<file path="src/rtl/instr_issue_queue_pkg.sv">
// Shared RV32I and Tomasulo type definitions.
// The issue queue stores one control word plus its RVFI record per entry.
package rv32i_types;
  typedef struct packed {
    logic [31:0] order;
    logic [31:0] insn;
    logic [31:0] pc_rdata;
  } rvfi_word;
endpackage

package tomasula_types;
  import rv32i_types::*;

  localparam int IQ_DEPTH = 8;

  typedef struct packed {
    logic [6:0]  opcode;
    logic [2:0]  funct3;
    logic [6:0]  funct7;
    logic [4:0]  rd;
    logic [4:0]  rs1;
    logic [4:0]  rs2;
    logic [31:0] imm;
  } ctl_word;

  typedef struct packed {
    ctl_word  cw;
    rvfi_word rvfi;
  } iq_entry_t;
endpackage

</file>
<file path="src/rtl/instr_issue_queue_storage.sv">
// Entry array for the issue queue.
// Has one write port and one asynchronous read port; contents are not reset.
module iq_storage
  import tomasula_types::*;
#(
  parameter int DEPTH = IQ_DEPTH,
  parameter int PTR_W = $clog2(DEPTH)
) (
  input  logic             clk,
  input  logic             we,
  input  logic [PTR_W-1:0] waddr,
  input  iq_entry_t        wdata,
  input  logic [PTR_W-1:0] raddr,
  output iq_entry_t        rdata
);

  iq_entry_t mem [DEPTH];

  always_ff @(posedge clk) begin
    if (we) mem[waddr] <= wdata;
  end

  assign rdata = mem[raddr];

endmodule

</file>
<file path="src/rtl/instr_issue_queue.sv">
// In-order issue queue between the IR and dispatch.
// Pointers carry an extra wrap bit so that full and empty can be told apart.
module instr_issue_queue
  import tomasula_types::*;
  import rv32i_types::*;
#(
  parameter int DEPTH = IQ_DEPTH,
  localparam int PTR_W = $clog2(DEPTH)
) (
  input  logic           clk,
  input  logic           rst,
  input  logic           flush,
  input  ctl_word        control_word,
  input  logic           ld_iq,
  input  rvfi_word       rvfi,
  output logic           issue_q_full_n,
  output logic           ack_o,
  output logic           dq_valid_o,
  input  logic           dq_ready_i,
  output ctl_word        dq_control_word,
  output rvfi_word       dq_rvfi,
  output logic [PTR_W:0] count_o
);

  localparam logic [PTR_W:0] ONE = 1;

  logic [PTR_W:0] head_ptr;
  logic [PTR_W:0] tail_ptr;
  logic           full;
  logic           empty;
  logic           enq;
  logic           deq;
  iq_entry_t      wr_entry;
  iq_entry_t      rd_entry;

  assign empty = (tail_ptr == head_ptr);
  assign full  = (tail_ptr[PTR_W-1:0] == head_ptr[PTR_W-1:0])
              && (tail_ptr[PTR_W] != head_ptr[PTR_W]);

  assign enq = ld_iq && !full && !flush;
  assign deq = !empty && dq_ready_i && !flush;

  assign issue_q_full_n = !full;
  assign dq_valid_o     = !empty;
  assign count_o        = tail_ptr - head_ptr;

  assign wr_entry.cw   = control_word;
  assign wr_entry.rvfi = rvfi;

  iq_storage #(
    .DEPTH (DEPTH),
    .PTR_W (PTR_W)
  ) u_storage (
    .clk   (clk),
    .we    (enq),
    .waddr (tail_ptr[PTR_W-1:0]),
    .wdata (wr_entry),
    .raddr (head_ptr[PTR_W-1:0]),
    .rdata (rd_entry)
  );

  assign dq_control_word = rd_entry.cw;
  assign dq_rvfi         = rd_entry.rvfi;

  always_ff @(posedge clk or posedge rst) begin
    if (rst) begin
      head_ptr <= '0;
      tail_ptr <= '0;
      ack_o    <= 1'b0;
    end else if (flush) begin
      head_ptr <= '0;
      tail_ptr <= '0;
      ack_o    <= 1'b0;
    end else begin
      if (enq) tail_ptr <= tail_ptr + ONE;
      if (deq) head_ptr <= head_ptr + ONE;
      ack_o <= enq;
    end
  end

endmodule

</file>
<file path="config.mk">
export PLATFORM = sky130hd
export DESIGN_NAME = instr_issue_queue
export DESIGN_NICKNAME = d
export VERILOG_FILES = /design/src/rtl/instr_issue_queue_pkg.sv /design/src/rtl/instr_issue_queue_storage.sv /design/src/rtl/instr_issue_queue.sv
export SDC_FILE = /design/constraint.sdc
export NUM_CORES = 1
export LEC_CHECK = 0
export BUFFER_PORTS_ARGS = -buffer_cell sky130_fd_sc_hd__clkbuf_2
export CORE_MARGIN = 8
export CORE_UTILIZATION = 39
export CTS_BUF_LIST = sky130_fd_sc_hd__clkbuf_16
export DETAILED_ROUTE_END_ITERATION = 6
export PLACE_DENSITY = 0.65
export SETUP_SLACK_MARGIN = 0.15
export SLEW_MARGIN = 20
export SYNTH_ARGS = -nofsm -noshare
export SYNTH_HDL_FRONTEND = slang
export SYNTH_SLANG_ARGS = --single-unit
</file>
<file path="constraint.sdc">
create_clock -name clk -period 13.8 [get_ports clk]
set_input_delay 2.07 -clock clk [delete_from_list [all_inputs] [get_ports clk]]
set_output_delay 2.07 -clock clk [all_outputs]
set_load 0.1 [all_outputs]
</file>
==> results by group <==
Yosys
  – Largest cells by area after synthesis: edfxtp_1 79%, mux4_2 15%, nand2_1 3.7%
  – Most common cell in the netlist: edfxtp_1
  – Yosys reg bits: 1,289
  – Syn_nets: approximately 2,400
  – Synth Flop Type: edfxtp_1
  – Post-Synthesis Cells: about 2,300
  – Number of flops mapped to enable cells by yosys: 1,280
  – Mapped cell area: 48,800 µm²
  – Async SR Flop Fraction: less than 1%
  – Seq/Total Area, Yosys: 79.3%
  – Count of cell types in the netlist: 29
  – Area share of the largest cell type after synthesis: roughly four fifths
  – Top post-synthesis cells by count: 1,280 x edfxtp_1, 486 x nand2_1, 320 x mux4_2
  – Post-synth top area cell: edfxtp_1
  – Yosys warnings: 0
  – Post-Syn Area per Cell: 21.6 µm²

Floorplanning
  – Chip width: 370 µm
  – Die span in y: 370 µm
  – Initial Util: 39.3%
  – Core area: 124,000 µm²
  – Die Footprint: 137,000 µm²
  – FP Rows: 129
  – I/O pin count: around 330

Hold path
  – Hold EP: head_ptr[3]
  – Hold wc startpoint: head_ptr[3]
  – Hold depth: 2
  – Hold Crit Class: flop to flop

Cells and area
  – Total Nets Final: between 2,000 and 3,000
  – Post-layout instance area: 56,600 µm²
  – Total of fill cells in the finished design: 10,400
  – Area growth syn-to-layout: 16.1%
  – Post-Layout Cell Count: 4,420
  – Share of layout cells above drive strength 1: 32.4%
  – Core Util, Final: ~46%

STA
  – Worst-Margin Slew: 1.09 ns
  – Final setup fails: 0
  – TNS Setup: 0 ns
  – Hold slack: 0.649 ns
  – Final worst-path cycle share: 49.4%
  – Fmax: 0.147 GHz
  – Fin crit period: 6.81 ns
  – Relative slew slack: 27.1%
  – Final Max Slew Viols: 0
  – Clk_skew: around 0.026 ns
  – Final Hold Vio Count: 0
  – RSZ-0062 raised after global routing: false

Critical path
  – Crit path required time: 11.73 ns
  – Critical path class: flop to primary output
  – RR Startpoint: head_ptr[2]
  – Worst R2R End: u_storage.mem[3][2]
  – Internal reg-to-reg setup slack: 8.21 ns
  – Crit path buffers/inverters: 3
  – Slowest-stage cell, CP: dfrtp_4
  – Type of element launching the critical path: flop
  – Crit path max fanout: 67
  – Worst-path cell chain: buf_4, buf_4, mux4_2, nand2_1, nand2_1, clkbuf_2
  – Reg2Reg Depth: 8
  – CP Capture Type: primary output
  – Slowest stage delay, CP: 1.03 ns
  – Crit path arrival time: roughly 4.7 ns
  – CP top delay family: buffers and inverters

Global route
  – GRT Util Overall: 16.1%
  – Largest net degree at the start of global routing: 112
  – First-pass GRT wire length: 163,000 µm
  – Met3 layer usage reported by global route: 5.35%
  – Vias in the first global route: 24,500
  – Busiest layer in global routing: met2
  – Gr ovfl total: 0
  – Routing usage on met2: 26.5%
  – Initial antenna violation count: 31
  – GR Util met1: 20.4%

Clock tree
  – CTS sink cnt: 1,289
  – Clock buffer depth: 3
  – CTS resizes: 0
  – Clock-pin slew on the worst setup and hold paths: 0.05 ns
  – Clk_lat worst skew: 0.76 ns
  – Num CTS Buffers: about 140
  – # hold bufs at CTS: 0
  – Clock root buffer: clkbuf_16
  – CTS H-tree depth: 4
  – Post-CTS Setup Bufs: 0
  – CTS tree: built

Detailed routing
  – DR vias: ~23,000
  – Drt drc: 0
  – Routed WL: between 100,000 and 150,000 µm
  – Iter 0 DRT Violations: ~1,800
  – Drt first pass iters: 5
  – Antenna violation net count after detailed routing: 0
  – WL/cell: 25.2 µm
  – Via density: 5.21

Pwr
  – Leak Pwr: 18.7 nW
  – Clk network pwr share: 35.7%
  – Switching share of power: 29.6%
  – Reg power frac: 44.7%
  – Cell Int Power: 6.93 mW
  – Comb power frac: 19.6%
  – Net switching power: between 2 and 3 mW
  – Peak VDD IR: approximately 0.00014 V
  – Cell area power density: 174 nW/µm²

Job
  – Max_cap viols: 0

Placed design
  – Final GP Congestion: 0.714
  – # placed instances: 4,158
  – Port buffer count: about 330
  – Post-DP Area: 52,200 µm²
  – Detailed Place HPWL: about 60,000 µm

Run status
  – Status: completed
worst reg2reg max path, delay by kind of cell (launching register included):
family	cells	cell delay (ns)
AOI/OAI and AO/OA	1	0.14
adders and majority gates	1	0.54
buffers and inverters	3	2.21
DFF	1	1.05
and+or+nand+nor	3	1.12
kinds of logic (layout without fill, tap and decap cells):
group,count (synthesis),after routing,synth area share [%]
AO/OA/AOI/OAI,9,9,0.115
XOR/XNOR,10,10,0.195
adder cells (fa/ha/maj),6,6,0.169
buffers and inverters,116,621,1.47
flip-flops,1289,1289,79.3
multiplexers,321,321,14.8
other,0,18,0
AND/OR/NAND/NOR,509,509,3.98
layout by cell type, fill, tap and decap left out, types with 7 or more instances in the layout:
cell        count
diode_2        18
inv_1          39
edfxtp_1     1280
clkbuf_16     140
nor2_1          8
clkinvlp_4      7
buf_4          36
bufinv_16      11
mux4_2        320
clkinv_2       16
clkinv_1       21
clkbuf_2      331
nand2_1       486
inv_6           8
flip-flops by register name, indices dropped and copies added (netlist names):
name / count
u_storage.mem: 1280
ack_o: 1
head_ptr: 4
tail_ptr: 4
metrics by stage:
| step | setup WS [ns] | power (mW) |
|---|---|---|
| floorplan | 3.79 | 6.10 |
| global placement | 7.59 | 6.42 |
| global route | 6.62 | 10.2 |
| detailed placement | 7.63 | 6.43 |
| finish | 6.99 | 9.84 |
| CTS | 6.78 | 9.95 |
cell type report:
type	count	area, µm²	area share, %
tap	1637	2050	3.62
antenna	18	45.0	0.0796
sequential	1289	38700	68.3
timing repair buffer	373	2050	3.62
clock buffer	140	3500	6.19
inverter	8	35.0	0.0619
clock inverter	100	798	1.41
multi-input combinational	855	9460	16.7
how the worst max path moves through the flow:
stage / start / endpoint / slack (ns) / cells after the start
floorplan: flush / u_storage.mem[1][0] / 3.79 / 3
global placement: head_ptr[1] / dq_rvfi[79] / 7.59 / 6
detailed placement: head_ptr[1] / dq_rvfi[79] / 7.63 / 6
CTS: head_ptr[1] / dq_rvfi[79] / 6.78 / 6
global route: head_ptr[0] / dq_rvfi[85] / 6.62 / 6
finish: head_ptr[1] / dq_rvfi[78] / 6.99 / 6
power groups by stage:
stage | logic, mW | clock network (mW) | registers, mW
finish | 1.93 | 3.51 | 4.40
global placement | 1.93 | 0 | 4.48
floorplan | 1.63 | 0 | 4.47
global route | 2.03 | 3.74 | 4.41
CTS | 1.95 | 3.60 | 4.41
detailed placement | 1.95 | 0 | 4.49
metal layers:
layer	vias up	wire, µm
met5	-	158
met4	22	2270
met3	167	8650
met2	655	55000
met1	12200	45400
li1	9952	-
Note: power is estimated with default switching activity, not from simulation.
